--- config.mk ---
export PLATFORM = sky130hd
export DESIGN_NAME = mem_port_arbiter
export DESIGN_NICKNAME = d
export VERILOG_FILES = /design/src/rtl/mem_port_arbiter.sv
export SDC_FILE = /design/constraint.sdc
export NUM_CORES = 1
export LEC_CHECK = 0
export BUFFER_PORTS_ARGS = -buffer_cell sky130_fd_sc_hd__buf_4
export CORE_MARGIN = 2
export CORE_UTILIZATION = 40
export CTS_CLUSTER_DIAMETER = 80
export CTS_CLUSTER_SIZE = 16
export DETAILED_ROUTE_END_ITERATION = 10
export PLACE_DENSITY_LB_ADDON = 0.05
export SLEW_MARGIN = 20
export SYNTH_ARGS = -nofsm -noshare
export SYNTH_HDL_FRONTEND = slang
export SYNTH_SLANG_ARGS = --single-unit
--- constraint.sdc ---
create_clock -name clk -period 1.8 [get_ports clk]
set_input_delay 0.27 -clock clk [delete_from_list [all_inputs] [get_ports clk]]
set_output_delay 0.27 -clock clk [all_outputs]
set_load 0.05 [all_outputs]
--- src/rtl/mem_port_arbiter.sv ---
// Shares one memory between an instruction-fetch port (read only) and a data load/store port,
// sequencing read latency, write completion or timeout, and a one-cycle response per transaction.
module mem_port_arbiter #(
    parameter int WORD_SIZE     = 32,
    parameter int READ_LATENCY  = 1,
    parameter int WRITE_TIMEOUT = 64,
    parameter bit ROUND_ROBIN   = 1'b1
) (
    input  logic                 clk,
    input  logic                 rst,
    input  logic                 if_req,
    input  logic [WORD_SIZE-1:0] if_addr,
    output logic                 if_ready,
    output logic                 if_valid,
    output logic [WORD_SIZE-1:0] if_rdata,
    output logic                 if_err,
    input  logic                 d_req,
    input  logic [1:0]           d_size,
    input  logic [WORD_SIZE-1:0] d_addr,
    input  logic [WORD_SIZE-1:0] d_wdata,
    output logic                 d_ready,
    output logic                 d_valid,
    output logic [WORD_SIZE-1:0] d_rdata,
    output logic                 d_err,
    output logic [WORD_SIZE-1:0] mem_addr,
    output logic [1:0]           mem_write,
    output logic [WORD_SIZE-1:0] mem_wdata,
    input  logic [WORD_SIZE-1:0] mem_rdata,
    input  logic                 mem_done,
    input  logic                 mem_error,
    output logic                 busy
);

    typedef enum logic [1:0] {IDLE, READ_WAIT, WRITE_WAIT, RESPOND} state_t;

    localparam logic [7:0] READ_LAST  = 8'(READ_LATENCY - 1);
    localparam logic [7:0] WRITE_LAST = 8'(WRITE_TIMEOUT - 1);

    state_t     state;
    logic [7:0] cnt;
    logic       last_grant;   // 0 = IF, 1 = D; also identifies the owner of the open transaction
    logic       grant_if;
    logic       grant_d;

    // Grants exist only in IDLE and are suppressed while reset is asserted.
    always_comb begin
        grant_if = 1'b0;
        grant_d  = 1'b0;
        if (state == IDLE && rst) begin
            if (if_req && d_req) begin
                if (ROUND_ROBIN && last_grant)
                    grant_if = 1'b1;
                else
                    grant_d = 1'b1;
            end else begin
                grant_if = if_req;
                grant_d  = d_req;
            end
        end
    end

    assign if_ready = grant_if;
    assign d_ready  = grant_d;
    assign busy     = (state != IDLE);

    always_ff @(posedge clk or negedge rst) begin
        if (!rst) begin
            state      <= IDLE;
            cnt        <= '0;
            last_grant <= 1'b0;
            mem_addr   <= '0;
            mem_write  <= 2'b00;
            mem_wdata  <= '0;
            if_valid   <= 1'b0;
            if_rdata   <= '0;
            if_err     <= 1'b0;
            d_valid    <= 1'b0;
            d_rdata    <= '0;
            d_err      <= 1'b0;
        end else begin
            if_valid <= 1'b0;
            d_valid  <= 1'b0;
            case (state)
                IDLE: begin
                    if (grant_d) begin
                        mem_addr   <= d_addr;
                        mem_write  <= d_size;
                        mem_wdata  <= d_wdata;
                        last_grant <= 1'b1;
                        cnt        <= '0;
                        state      <= (d_size == 2'b00) ? READ_WAIT : WRITE_WAIT;
                    end else if (grant_if) begin
                        mem_addr   <= if_addr;
                        mem_write  <= 2'b00;
                        last_grant <= 1'b0;
                        cnt        <= '0;
                        state      <= READ_WAIT;
                    end
                end
                READ_WAIT: begin
                    if (cnt == READ_LAST) begin
                        if (last_grant) begin
                            d_rdata <= mem_rdata;
                            d_err   <= mem_error;
                            d_valid <= 1'b1;
                        end else begin
                            if_rdata <= mem_rdata;
                            if_err   <= mem_error;
                            if_valid <= 1'b1;
                        end
                        state <= RESPOND;
                    end else begin
                        cnt <= cnt + 8'd1;
                    end
                end
                WRITE_WAIT: begin
                    // A completion on the final allowed cycle still counts as a normal finish.
                    if (mem_done) begin
                        d_err     <= mem_error;
                        d_valid   <= 1'b1;
                        mem_write <= 2'b00;
                        state     <= RESPOND;
                    end else if (cnt == WRITE_LAST) begin
                        d_err     <= 1'b1;
                        d_valid   <= 1'b1;
                        mem_write <= 2'b00;
                        state     <= RESPOND;
                    end else begin
                        cnt <= cnt + 8'd1;
                    end
                end
                RESPOND: state <= IDLE;
                default: state <= IDLE;
            endcase
        end
    end

endmodule

==> out/qor.csv <==
metric,value,unit
status,"finished, violations left",
failing checks,negative setup slack,
root buffer cell,clkbuf_16,
Critical Path RT,2090,ps
synthesized area,6130,µm²
Core Region,15100,µm²
antenna cell count,0,
Util after Layout,64.4,%
CTS max path bufs,2,
CP max stage delay,380,ps
Starting Density,40.6,%
CP Class,flop to flop,
"setup slack, reg-to-reg",-70,ps
# fillers,1165,
die width,128,µm
CTS HTree Levels,4,
Worst Setup SP,cnt[1]$_DFFE_PN0P_,
area grow syn2layout,58.5,%
smallest hold slack,12.7,ps
max-cap violations,0,
reg-to-reg critical path startpoint,cnt[1]$_DFFE_PN0P_,
Antenna Violating Nets Remaining,0,
RSZ-0062 raised after global routing,true,
Netlist cell types,43,
register area,3630,µm²
Worst-Margin Slew,730,ps
post-synthesis compound-gate area fraction,6.49,%
Avg WL per Cell,17.1,µm
Hold Crit Class,input port to asynchronous set/reset pin,
post-route minimum period,1870,ps
most frequent cells in the layout,"buf_4 (301), dfrtp_1 (145), nand2_1 (138), mux2_4 (43), mux2i_1 (34)",
"Primary FF master, synth",dfrtp_1,
CP max stage cell,dfrtp_1,
total routed wirelength,17800,µm
RR Endpoint,d_rdata[5]$_DFFE_PN0P_,
PortBufs,272,
WP buf/inv,4,
Critical Path End,d_rdata[5]$_DFFE_PN0P_,
gr ovfl total,0,
PwrDens,2280,nW/µm²
adder-cell share of the synthesized area,1.43,%
Post-synth EDFFs,0,
Vias/cell,4.91,
Fmax,534,MHz
gpl congestion,0.810,
Worst path top cell family by delay,buffers and inverters,
clk sinks,145,
post-synthesis net count,672,
CP startpoint kind,flop,
sequential fraction of the synthesis area,59.2,%
final worst slack,-71.8,ps
mux share of post-synthesis cell area,17.5,%
Ys Warns,0,
CTS tree,done,
arrival time worst endpoint,2160,ps
Lkg Pwr,5.12,nW
combinational family with the most area after synthesis,multiplexers,
largest net degree at the start of global routing,138,
Peak VDD IR,968,µV
Post-synth ARST share,100,%
Skew-Pair Late Insertion Delay,410,ps
Final Hold Vio Count,0,
worst path cell trace,"inv_2, ha_4, nor4b_4, buf_4, nand4_1, buf_6, clkbuf_16, mux2_4",
worst-path fanout max,8,
Die Y,128,µm
Mean Syn Cell Area,11.6,µm²
simple-gate portion of the synthesized area,12.1,%
layout cells sized above 1,51.6,%
antenna violations before repair,0,
Worst R2R Path Depth,8,
DRT iter0 DRCs,174,
"commonest non-fill, non-tap cell in the layout",buf_4,
Layout Nets,984,
DR DRC count,0,
CP endpoint kind,flop,
cells after synthesis,529,
leading area contributor after synthesis,dfrtp_1,
clock-pin slew on the worst setup and hold paths,60,ps
Post-Synth XOR/XNOR Area,0,%
"top cells by area, synth","dfrtp_1 (59%), nand2_1 (8.6%), mux2_1 (7.3%), mux2i_1 (5.6%), mux2_2 (4.6%)",
Overall Global Routing Usage,20.7,%
Ports,273,
clk_skew,6.37,ps
instance count on the critical path,8,
row cnt,45,
die area,16300,µm²
area of the multi-input gates,2580,µm²
slew margin rel.,51.3,%
Yosys top cell area share,59.2,%
period utilisation layout,104,%
total number of vias,5103,
hpwl dp,12600,µm
endpoints failing setup,47,
first-pass GRT wire length,26400,µm
Final Max Slew Viols,0,
Synth Register Bits,145,
number of buffers created by CTS,17,
vias in the first global route,5126,
TritonRoute pass-1 iters,5,
==> metal layers <==
layer	wire length [µm]	GRT usage [%]
met2	8950	35.3
met3	1140	5.38
met5	0	0
met1	7450	26.0
met4	207	6.14
==> Yosys cell counts (7+ instances only) <==
cell,number
o21ai_0,25
ha_1,7
inv_1,12
mux2_1,40
clkbuf_1,15
o21ai_1,12
a31oi_1,7
dfrtp_1,145
mux2i_1,34
mux2_2,25
nand2_1,140
==> layout make-up <==
class / count / share of cell area (%)
Sequential cell: 145 / 37.4
Clock buffer: 22 / 4.99
Inverter: 13 / 0.554
Clock inverter: 8 / 1.33
Tap cell: 188 / 2.42
Timing Repair Buffer: 321 / 26.7
Multi-Input combinational cell: 343 / 26.6
==> what timing repair did <==
| item | CTS | global route |
|---|---|---|
| setup endpoints to repair | 54 | 76 |
| hold buffers | 1 | 0 |
| pin swaps | 4 | 7 |
| gates cloned | 0 | 4 |
| hold endpoints to repair | 8 | 0 |
| resized for setup | 22 | 26 |
| buffers inserted | 5 | 7 |
==> worst min-delay path by stage <==
stage	slack, ps	startpoint	endpoint
2_1_floorplan	-30	rst	cnt[0]$_DFFE_PN0P_
3_3_place_gp	90	rst	d_err$_DFFE_PN0P_
3_5_place_dp	90	rst	state[1]$_DFFE_PN0P_
4_1_cts	30	d_wdata[19]	mem_wdata[19]$_DFFE_PN0P_
5_1_grt	50	d_wdata[19]	mem_wdata[19]$_DFFE_PN0P_
6_report	10	rst	mem_addr[4]$_DFFE_PN0P_
==> power breakdown <==
| group | total (W) | internal (W) | switching (W) |
|---|---|---|---|
| Clock | 0.00362 | 0.00231 | 0.00131 |
| Combinational | 0.0127 | 0.00459 | 0.00811 |
| Sequential | 0.00577 | 0.00483 | 0.000932 |
| Total | 0.0221 | 0.0117 | 0.0104 |
==> flip-flops by register name, indices dropped and copies added (netlist names), 2 cells and up <==
| register | cells |
|---|---|
| mem_addr | 32 |
| state | 2 |
| d_rdata | 32 |
| mem_wdata | 32 |
| mem_write | 2 |
| cnt | 8 |
| if_rdata | 32 |
==> metrics by stage <==
step / total power, W / TNS [ps] / instance area, µm² / instances / setup WS [ps]
floorplan: 0.0138 / -1240 / 6260 / 529 / -36.0
global placement: 0.0175 / -118 / 8730 / 993 / -24.1
detailed placement: 0.0178 / -666 / 8730 / 993 / -63.7
CTS: 0.0217 / -122 / 9460 / 1029 / -29.5
global route: 0.0231 / -6140 / 9710 / 1040 / -143
finish: 0.0221 / -1440 / 9710 / 1040 / -71.8
==> logic make-up (layout without fill, tap and decap cells) <==
group                    after synthesis  in the layout
AO/OA/AOI/OAI                         64             64
adder cells (fa/ha/maj)                7              7
buffers and inverters                 41            364
flip-flops                           145            145
multiplexers                          99             99
AND/OR/NAND/NOR                      173            173
(Power assumes the default switching activity.)
